**config.mk**
```make
export PLATFORM = sky130hd
export DESIGN_NAME = muldiv_unit
export DESIGN_NICKNAME = d
export VERILOG_FILES = /design/src/rtl/muldiv_pkg.sv /design/src/rtl/muldiv_sign_fix.sv /design/src/rtl/muldiv_unit.sv
export SDC_FILE = /design/constraint.sdc
export NUM_CORES = 1
export LEC_CHECK = 0
export ABC_AREA = 1
export CORE_UTILIZATION = 55
export CTS_CLUSTER_SIZE = 25
export DETAILED_ROUTE_END_ITERATION = 12
export GPL_TIMING_DRIVEN = 0
export PLACE_DENSITY = 0.75
export SLEW_MARGIN = 40
export SYNTH_ARGS = -nofsm -noshare
export SYNTH_HDL_FRONTEND = slang
export SYNTH_HIERARCHICAL = 1
export SYNTH_SLANG_ARGS = --single-unit
```
**constraint.sdc**
```tcl
create_clock -name clk -period 16.95 [get_ports clk]
set_clock_uncertainty 0.15 [all_clocks]
set_input_delay 3.39 -clock clk [delete_from_list [all_inputs] [get_ports clk]]
set_output_delay 3.39 -clock clk [all_outputs]
set_load 0.05 [all_outputs]
```
**src/rtl/muldiv_pkg.sv**
```systemverilog
// Shared definitions for the iterative multiply/divide unit: operation
// encoding seen on the control-unit op bus and the sequencer states.
package muldiv_pkg;

  localparam logic [1:0] OP_MULT  = 2'd0;
  localparam logic [1:0] OP_MULTU = 2'd1;
  localparam logic [1:0] OP_DIV   = 2'd2;
  localparam logic [1:0] OP_DIVU  = 2'd3;

  typedef enum logic [1:0] {
    IDLE,
    RUN,
    FIX,
    DONE
  } state_t;

endpackage

```
**src/rtl/muldiv_sign_fix.sv**
```systemverilog
// Sign handling for muldiv_unit: magnitude extraction of the operands on the
// load path and conditional two's-complement negation of the raw result.
module muldiv_sign_fix #(
  parameter int WIDTH = 32
) (
  input  logic                 signed_op,
  input  logic [WIDTH-1:0]     a,
  input  logic [WIDTH-1:0]     b,
  output logic                 a_neg,
  output logic                 b_neg,
  output logic [WIDTH-1:0]     a_mag,
  output logic [WIDTH-1:0]     b_mag,
  input  logic                 mult_op,
  input  logic                 neg_prod,
  input  logic                 neg_quot,
  input  logic                 neg_rem,
  input  logic [2*WIDTH-1:0]   fix_in,
  output logic [2*WIDTH-1:0]   fix_out
);

  logic [WIDTH-1:0] fix_hi;
  logic [WIDTH-1:0] fix_lo;

  always_comb begin
    a_neg = signed_op & a[WIDTH-1];
    b_neg = signed_op & b[WIDTH-1];
    a_mag = a_neg ? -a : a;
    b_mag = b_neg ? -b : b;
  end

  // A product is negated as one 2*WIDTH value; a divide result negates
  // quotient and remainder independently.
  always_comb begin
    fix_hi  = fix_in[2*WIDTH-1:WIDTH];
    fix_lo  = fix_in[WIDTH-1:0];
    fix_out = fix_in;
    if (mult_op) begin
      if (neg_prod) fix_out = -fix_in;
    end else begin
      fix_out = {(neg_rem ? -fix_hi : fix_hi), (neg_quot ? -fix_lo : fix_lo)};
    end
  end

endmodule

```
**src/rtl/muldiv_unit.sv**
```systemverilog
// Iterative signed/unsigned multiply and divide with a start/done handshake,
// producing HI/LO results; one result bit per cycle over WIDTH cycles.
module muldiv_unit
  import muldiv_pkg::*;
#(
  parameter int WIDTH = 32
) (
  input  logic             clk,
  input  logic             reset,
  input  logic             start,
  input  logic [1:0]       op,
  input  logic [WIDTH-1:0] a,
  input  logic [WIDTH-1:0] b,
  output logic             busy,
  output logic             done,
  output logic             div_zero,
  output logic [WIDTH-1:0] hi,
  output logic [WIDTH-1:0] lo
);

  localparam int CW = $clog2(WIDTH + 1);
  localparam logic [CW-1:0] LAST = CW'(WIDTH - 1);

  state_t state, next_state;

  logic [1:0]         op_q;
  logic               neg_a_q, neg_b_q, dz_q;
  logic [CW-1:0]      cnt;
  logic [2*WIDTH-1:0] acc;
  logic [WIDTH:0]     rem;
  logic [WIDTH-1:0]   opb;

  logic               in_div, in_signed, zero_div, q_mult;
  logic               a_neg, b_neg;
  logic [WIDTH-1:0]   a_mag, b_mag;
  logic [2*WIDTH-1:0] fix_in, fix_out;
  logic [WIDTH:0]     mul_sum;
  logic [WIDTH:0]     div_shift;
  logic [WIDTH+1:0]   div_trial;

  assign in_div    = op[1];
  assign in_signed = ~op[0];
  assign zero_div  = in_div && (b == '0);
  assign q_mult    = ~op_q[1];
  assign fix_in    = q_mult ? acc : {rem[WIDTH-1:0], acc[WIDTH-1:0]};

  muldiv_sign_fix #(.WIDTH(WIDTH)) u_sign_fix (
    .signed_op (in_signed),
    .a         (a),
    .b         (b),
    .a_neg     (a_neg),
    .b_neg     (b_neg),
    .a_mag     (a_mag),
    .b_mag     (b_mag),
    .mult_op   (q_mult),
    .neg_prod  (neg_a_q ^ neg_b_q),
    .neg_quot  (neg_a_q ^ neg_b_q),
    .neg_rem   (neg_a_q),
    .fix_in    (fix_in),
    .fix_out   (fix_out)
  );

  always_ff @(posedge clk or posedge reset) begin
    if (reset) state <= IDLE;
    else       state <= next_state;
  end

  always_comb begin
    next_state = state;
    case (state)
      IDLE: if (start) next_state = zero_div ? DONE : RUN;
      RUN:  if (cnt == LAST) next_state = FIX;
      FIX:  next_state = DONE;
      DONE: next_state = IDLE;
      default: next_state = IDLE;
    endcase
  end

  // Multiply shifts the product right through acc, adding the multiplicand
  // into the upper half; divide shifts the dividend out of acc[WIDTH-1:0]
  // into rem while quotient bits fill acc from the LSB.
  always_comb begin
    mul_sum   = {1'b0, acc[2*WIDTH-1:WIDTH]} + (acc[0] ? {1'b0, opb} : '0);
    div_shift = {rem[WIDTH-1:0], acc[WIDTH-1]};
    div_trial = {rem, acc[WIDTH-1]} - {2'b00, opb};
  end

  always_ff @(posedge clk or posedge reset) begin
    if (reset) begin
      busy     <= 1'b0;
      done     <= 1'b0;
      div_zero <= 1'b0;
      hi       <= '0;
      lo       <= '0;
      op_q     <= OP_MULT;
      neg_a_q  <= 1'b0;
      neg_b_q  <= 1'b0;
      dz_q     <= 1'b0;
      cnt      <= '0;
      acc      <= '0;
      rem      <= '0;
      opb      <= '0;
    end else begin
      done <= (state == DONE);
      busy <= (next_state != IDLE) || (state == DONE);
      case (state)
        IDLE: begin
          if (start) begin
            op_q     <= op;
            neg_a_q  <= a_neg;
            neg_b_q  <= b_neg;
            dz_q     <= zero_div;
            div_zero <= 1'b0;
            cnt      <= '0;
            rem      <= '0;
            opb      <= in_div ? b_mag : a_mag;
            acc      <= {{WIDTH{1'b0}}, (in_div ? a_mag : b_mag)};
          end
        end
        RUN: begin
          cnt <= cnt + 1'b1;
          if (q_mult) begin
            acc <= {mul_sum, acc[WIDTH-1:1]};
          end else if (!div_trial[WIDTH+1]) begin
            rem <= div_trial[WIDTH:0];
            acc <= {acc[2*WIDTH-1:WIDTH], acc[WIDTH-2:0], 1'b1};
          end else begin
            rem <= div_shift;
            acc <= {acc[2*WIDTH-1:WIDTH], acc[WIDTH-2:0], 1'b0};
          end
        end
        FIX: begin
          hi <= fix_out[2*WIDTH-1:WIDTH];
          lo <= fix_out[WIDTH-1:0];
        end
        DONE: begin
          if (dz_q) div_zero <= 1'b1;
        end
        default: ;
      endcase
    end
  end

endmodule

```
==> impl_metrics.json, run 1 <==
{
  "avgSynthCellArea_um2": 6.40,
  "avgRoutedWirePerCell_um": 18.2,
  "status": "finished, final reports clean",
  "die_x_um": 189,
  "dp.cells": 3580,
  "cts_buffers": 22,
  "post-route-period-util_pct": 34.0,
  "critical_path_required_ns": 17.15,
  "wl_met1_mm": 28.6,
  "antenna_cells": 0,
  "cp.arrival_ns": 5.96,
  "endpoint_kind": "flop",
  "r2r-start": "op_q[1]$_DFFE_PP0P_",
  "final_cells": 3618,
  "hold_start": "dz_q$_DFFE_PP0P_",
  "viasPerCell": 5.69,
  "syn_inst": 2996,
  "grt_pass1_vias": 18900,
  "die_area_um2": 35600,
  "start_kind": "input pin",
  "crit_top_cell": "nand2_1",
  "fin_nets": 3296,
  "path_buf_inv": 4,
  "grtUsageTotal_pct": 36.6,
  "cts_tree": "done",
  "port_buffers": 134,
  "tightest_slew_ns": 0.893,
  "path_class": "input pin to flop",
  "cpPeakStageDelay_ns": 0.45,
  "fmax_ghz": 0.174,
  "core_area_um2": 33900,
  "rows": 67,
  "async_flop_share_pct": 100,
  "power_density_nw_per_um2": 222,
  "critPathTopFamily": "simple AND/OR/NAND/NOR gates",
  "final_antenna_net_count": 0,
  "crit_path_top_delay_cell": "clkdlybuf4s50_1",
  "ys_ff_latch": 208,
  "area_delta_synth_final_pct": 14.1,
  "drive_gt1_share_pct": 7.98,
  "hold_class": "flop to flop",
  "clockRootBuffer": "clkbuf_16",
  "yosysSeqAreaShare_pct": 27.2,
  "cts_max_path_buffers": 3,
  "ys_warn_count": 6,
  "synthFlopType": "dfrtp_1",
  "post-route-min-period_ns": 5.75,
  "drt_iter0_drc": 2090,
  "top_layer": "met5",
  "hold_viol": 0,
  "power_frac_comb_pct": 70.7,
  "dr_wl_met2_mm": 29.4,
  "synth_enable_flop_cells": 0,
  "gr-total-overflow": 0,
  "synth_area_um2": 19200,
  "switching_power_w": 0.00271,
  "cap_violations": 0,
  "boundaryPins": 136,
  "grt_first_pass_wirelength_mm": 102,
  "worstSkewPairLatency_ns": 0.51,
  "first_pass_iters": 8,
  "htree_levels": 1,
  "dr_wl_met3_mm": 5.32,
  "postCtsHoldBufs": 0,
  "fillers": 3159,
  "wl_mm": 65.9,
  "syn_nets": 3136,
  "cp_max_fo": 4,
  "total_leakage_power_nw": 11.2,
  "worst_slew_margin_rel_pct": 39.8,
  "swShare_pct": 56.1,
  "power_frac_seq_pct": 19.3,
  "cp-startpoint": "a[0]",
  "hpwl_mm": 54.5,
  "drv_slew": 0,
  "die_y_um": 189,
  "rsz0062_at_grt": "no",
  "cts_sinks": 208,
  "pwr-share-clk_pct": 10.1,
  "setup_tns_ns": 0,
  "start_util_pct": 56.6,
  "cts_resized": 0,
  "grt_start_max_net_pins": 80,
  "antenna_found_initial": 1,
  "synth_cell_types": 55,
  "ir_worst_vdd_mv": 0.147,
  "cts_setup_buffers": 0,
  "gp_congestion": 1.05,
  "num_vias": 20600,
  "cp_cell_sequence": "clkdlybuf4s50_1 -> inv_1 -> ha_1 -> nand3_1 -> inv_1 -> nand2_1 -> nor3_1 -> nand3_1 -> nand2_1 -> nand2_1 -> nand2_1 -> nand2_1 -> inv_1 -> nand2_1 -> o211ai_1 -> o21ai_0",
  "p_int_w": 0.00213,
  "finalSetupViolCount": 0,
  "clk_pin_slew_worst_paths_ns": 0.06,
  "post-route-drc-count": 0
}
[power groups by stage]
stage	combinational, W	sequential (W)	clock [W]
2_1_floorplan	0.00226	0.00106	0
3_3_place_gp	0.00326	0.000921	0
3_5_place_dp	0.00333	0.000931	0
4_1_cts	0.00335	0.000925	0.000489
5_1_grt	0.00377	0.000956	0.000513
6_report	0.00342	0.000933	0.000487
[logic make-up (layout without fill, tap and decap cells)]
kind of cell / Yosys count / after routing / share of synthesized area, %
xor+xnor: 95 / 95 / 4.34
buf+inv: 575 / 749 / 11.8
compound gates: 461 / 461 / 13.7
fa+ha+maj: 71 / 71 / 4.71
mux: 64 / 64 / 3.76
flops: 208 / 208 / 27.2
simple gates: 1522 / 1522 / 34.6
[tightest hold or removal path, cell delays in order (launching register included)]
cell and delay [ns]:
dfrtp_1 0.35, nand2_1 0.06, nand2_1 0.06
[metrics by stage]
step	hold slack [ns]	utilization, %	cell area, um2	worst slack, ns	power (W)
CTS	0.346	64.5	21900	11.31	0.00477
finish	0.349	64.5	21900	11.20	0.00484
floorplan	0.301	-	19200	7.73	0.00331
global placement	0.323	62.2	21100	5.32	0.00418
global route	0.362	64.5	21900	11.02	0.00524
detailed placement	0.330	62.4	21100	10.78	0.00426
[cells in the mapped netlist, types with 48 or more instances]
| library cell | number | area, um2 |
|---|---|---|
| o21ai_0 | 210 | 1050 |
| clkbuf_1 | 56 | 210 |
| xor2_1 | 65 | 569 |
| ha_1 | 69 | 863 |
| nor2_1 | 284 | 1070 |
| a21oi_1 | 100 | 500 |
| dfrtp_1 | 208 | 5200 |
| nand3_1 | 191 | 956 |
| nand2_1 | 844 | 3170 |
| inv_1 | 466 | 1750 |
| o211ai_1 | 48 | 360 |
| mux2_2 | 64 | 721 |
[cells in the final DEF, fill, tap and decap left out, types with 4 or more instances in the layout]
cell / n
nor2_4: 16
o21ai_1: 18
o22ai_1: 24
nand3_1: 191
clkdlybuf4s50_1: 134
nor3_1: 22
buf_2: 18
buf_4: 7
o21a_1: 4
a31oi_1: 19
xor2_1: 65
a21o_1: 7
inv_1: 465
nor2_2: 17
nand4_1: 44
ha_1: 69
a22oi_1: 13
a21oi_2: 4
nand3b_1: 17
nor4_1: 13
xnor2_1: 30
dfrtp_1: 208
nor2_1: 284
nand2_2: 41
nand2_1: 844
clkbuf_16: 23
nand3_2: 13
a21oi_1: 100
o211ai_1: 48
clkbuf_1: 60
o21ai_0: 204
o21bai_1: 11
clkbuf_8: 6
mux2_2: 64
inv_2: 18
[cell type report]
cell class / instances / area (um2) / share of cell area [%]
Buffer: 89 / 433 / 1.98
Clock buffer: 33 / 673 / 3.08
Clock inverter: 5 / 56.3 / 0.258
Inverter: 486 / 1830 / 8.38
Multi-Input combinational cell: 2213 / 11700 / 53.5
Sequential cell: 208 / 5200 / 23.8
Tap cell: 448 / 561 / 2.56
Timing Repair Buffer: 136 / 1400 / 6.39
[per-layer routing]
metal	vias to the layer above	global-route usage [%]
li1	9929	-
met1	9593	51.7
met2	953	57.7
met3	125	3.78
met4	2	13.2
met5	-	0
[worst paths after layout]
check / endpoint / slack, ns / depth (start not counted)
setup / recovery: opb[30]$_DFFE_PP0P_ / 11.20 / 16
hold / removal: dz_q$_DFFE_PP0P_ / 0.35 / 2
setup reg to reg: hi[26]$_DFFE_PP0P_ / 13.32 / 12
hold reg to reg: dz_q$_DFFE_PP0P_ / 0.35 / 2
max in group asynchronous: opb[23]$_DFFE_PP0P_ / 12.37 / 4
min in group asynchronous: lo[11]$_DFFE_PP0P_ / 3.14 / 2
[sequential cells by signal, indices dropped and copies added, names as in the netlist]
name,count
state,2
dz_q,1
lo,32
cnt,6
opb,32
hi,32
busy,1
rem,33
op_q,1
neg_a_q,1
done,1
div_zero,1
neg_b_q,1
acc,64
Power figures use the tool's default switching activity.
==> run 2, diff against run 1 <==
==> constraint.sdc (replaced) <==
create_clock -name clk -period 5.7 [get_ports clk]
set_clock_uncertainty 0.15 [all_clocks]
set_input_delay 1.14 -clock clk [delete_from_list [all_inputs] [get_ports clk]]
set_output_delay 1.14 -clock clk [all_outputs]
set_load 0.05 [all_outputs]
==> run 2 against run 1 <==
Against the previous run:
- routed wire length up 2.0%
- via count increased by 0.77%
- global-route usage up 0.63 points
- register-to-register slack got worse by 11 ns
- cell count up 0.22%
- clock-buffer cell count down 3
- clock power rose to 3.2 times the previous value
- non-clock buffer count up 6
- largest cell class unchanged
==> impl_metrics.json, run 2 (synthesized netlist as in run 1, its figures left out) <==
{
  "status": "finished, final reports clean",
  "die_y_um": 189,
  "clockRootBuffer": "clkbuf_16",
  "core_area_um2": 33900,
  "multi_input_area_um2": 11700,
  "cts_max_path_buffers": 3,
  "antenna_found_initial": 0,
  "hold_class": "flop to flop",
  "mostFrequentLayoutCell": "nand2_1",
  "cap_violations": 0,
  "start_util_pct": 56.6,
  "postCtsHoldBufs": 0,
  "drive_gt1_share_pct": 8.31,
  "rows": 67,
  "drt_iter0_drc": 2152,
  "layout_common_cells": "844 x nand2_1, 465 x inv_1, 284 x nor2_1",
  "first_pass_iters": 8,
  "worstSkewPairLatency_ns": 0.54,
  "gp_congestion": 1.05,
  "tightest_slew_ns": 0.914,
  "hold_viol": 0,
  "fillers": 3127,
  "whs_endpoint": "lo[7]$_DFFE_PP0P_",
  "fmax_ghz": 0.277,
  "reg2reg_depth": 15,
  "finalSetupViolCount": 0,
  "cts_buffers": 23,
  "boundaryPins": 136,
  "cts_setup_buffers": 0,
  "critical_path_required_ns": 5.97,
  "post-route-period-util_pct": 63.4,
  "avgRoutedWirePerCell_um": 18.5,
  "post-route-drc-count": 0,
  "cp.arrival_ns": 3.88,
  "grt_start_max_net_pins": 28,
  "cp_max_fo": 5,
  "total_leakage_power_nw": 11.3,
  "grt_pass1_vias": 19100,
  "gr-total-overflow": 0,
  "antenna_cells": 0,
  "hold_depth": 1,
  "cts_resized": 0,
  "top_register": "acc",
  "post-route-min-period_ns": 3.61,
  "r2r-start": "op_q[1]$_DFFE_PP0P_",
  "cts_sinks": 208,
  "viasPerCell": 5.73,
  "die_x_um": 189,
  "clk_pin_slew_worst_paths_ns": 0.06,
  "setup_tns_ns": 0,
  "rsz0062_at_grt": "no",
  "final_antenna_net_count": 0,
  "ff_latch_area_um2": 5200,
  "dpl-instance-area_um2": 21300,
  "endpoint_kind": "flop",
  "cts_tree": "done",
  "reg.largest.list": "acc x64, rem x33",
  "grtUsageTotal_pct": 37.2,
  "num_vias": 20800,
  "fin_nets": 3303,
  "path_class": "input pin to flop",
  "start_kind": "input pin",
  "htree_levels": 1,
  "grt_first_pass_wirelength_mm": 104,
  "hpwl_mm": 55.7,
  "timing.rr.end": "hi[16]$_DFFE_PP0P_",
  "total_power_w": 0.0146,
  "largest_reg_flops": 64,
  "wl_mm": 67.2,
  "port_buffers": 134,
  "ff2ff_setup_slack_ns": 2.12,
  "die_area_um2": 35600,
  "ir_worst_vdd_mv": 0.448,
  "area_delta_synth_final_pct": 15.0,
  "hold_start": "lo[7]$_DFFE_PP0P_",
  "power_density_nw_per_um2": 661,
  "fin_area_um2": 22000,
  "drv_slew": 0,
  "worst_slew_margin_rel_pct": 38.4
}
[run 2: final cells by class]
class                      instances  share of cell area [%]
tap                              448                    2.54
inverter                         486                    8.30
clock inverter                    10                   0.540
buffer                            89                    1.97
clock buffer                      30                    3.00
timing repair buffer             142                    6.92
sequential                       208                    23.6
multi-input combinational       2213                    53.1
[run 2: through the flow]
stage                     util (%)  std cells  hold WS (ns)  setup WS, ns
after floorplan                  -       2996         0.301          1.71
after global placement        62.2       3578         0.322         0.219
after detailed placement      62.7       3586         0.342          1.75
after CTS                     65.1       3626         0.355          2.17
after global routing          65.1       3626         0.370          1.89
final                         65.1       3626         0.355          2.09
[run 2: how the worst max path moves through the flow]
stage	startpoint	endpoint	slack [ns]	cells past startpoint
2_1_floorplan	reset	acc[0]$_DFFE_PP0P_	1.71	1
3_3_place_gp	reset	rem[28]$_DFFE_PP0P_	0.22	2
3_5_place_dp	b[0]	opb[30]$_DFFE_PP0P_	1.75	14
4_1_cts	op_q[1]$_DFFE_PP0P_	hi[31]$_DFFE_PP0P_	2.17	14
5_1_grt	op_q[1]$_DFFE_PP0P_	hi[31]$_DFFE_PP0P_	1.89	14
6_report	b[0]	acc[20]$_DFFE_PP0P_	2.09	13
[run 2: power by group]
group | internal (W) | switching [W]
Combinational | 0.00334 | 0.00688
Clock | 0.000912 | 0.000645
Sequential | 0.00214 | 0.000642
[run 2: critical path, cell delays in order]
cell	delay, ns
clkdlybuf4s50_1	0.54
inv_1	0.13
ha_1	0.20
nand3_1	0.19
nor2_1	0.19
nand3b_1	0.13
o21ai_2	0.27
nand2_1	0.12
xor2_1	0.23
o21ai_0	0.12
a21oi_1	0.35
o21ai_0	0.16
o21ai_0	0.10
[run 2: per-layer routing]
metal | vias up | global-route usage, % | wire, um
li1 | 9937 | - | -
met1 | 9621 | 51.9 | 28400
met2 | 1057 | 59.2 | 30000
met3 | 145 | 4.23 | 6190
met4 | 0 | 13.4 | 2600
met5 | - | 0 | 0
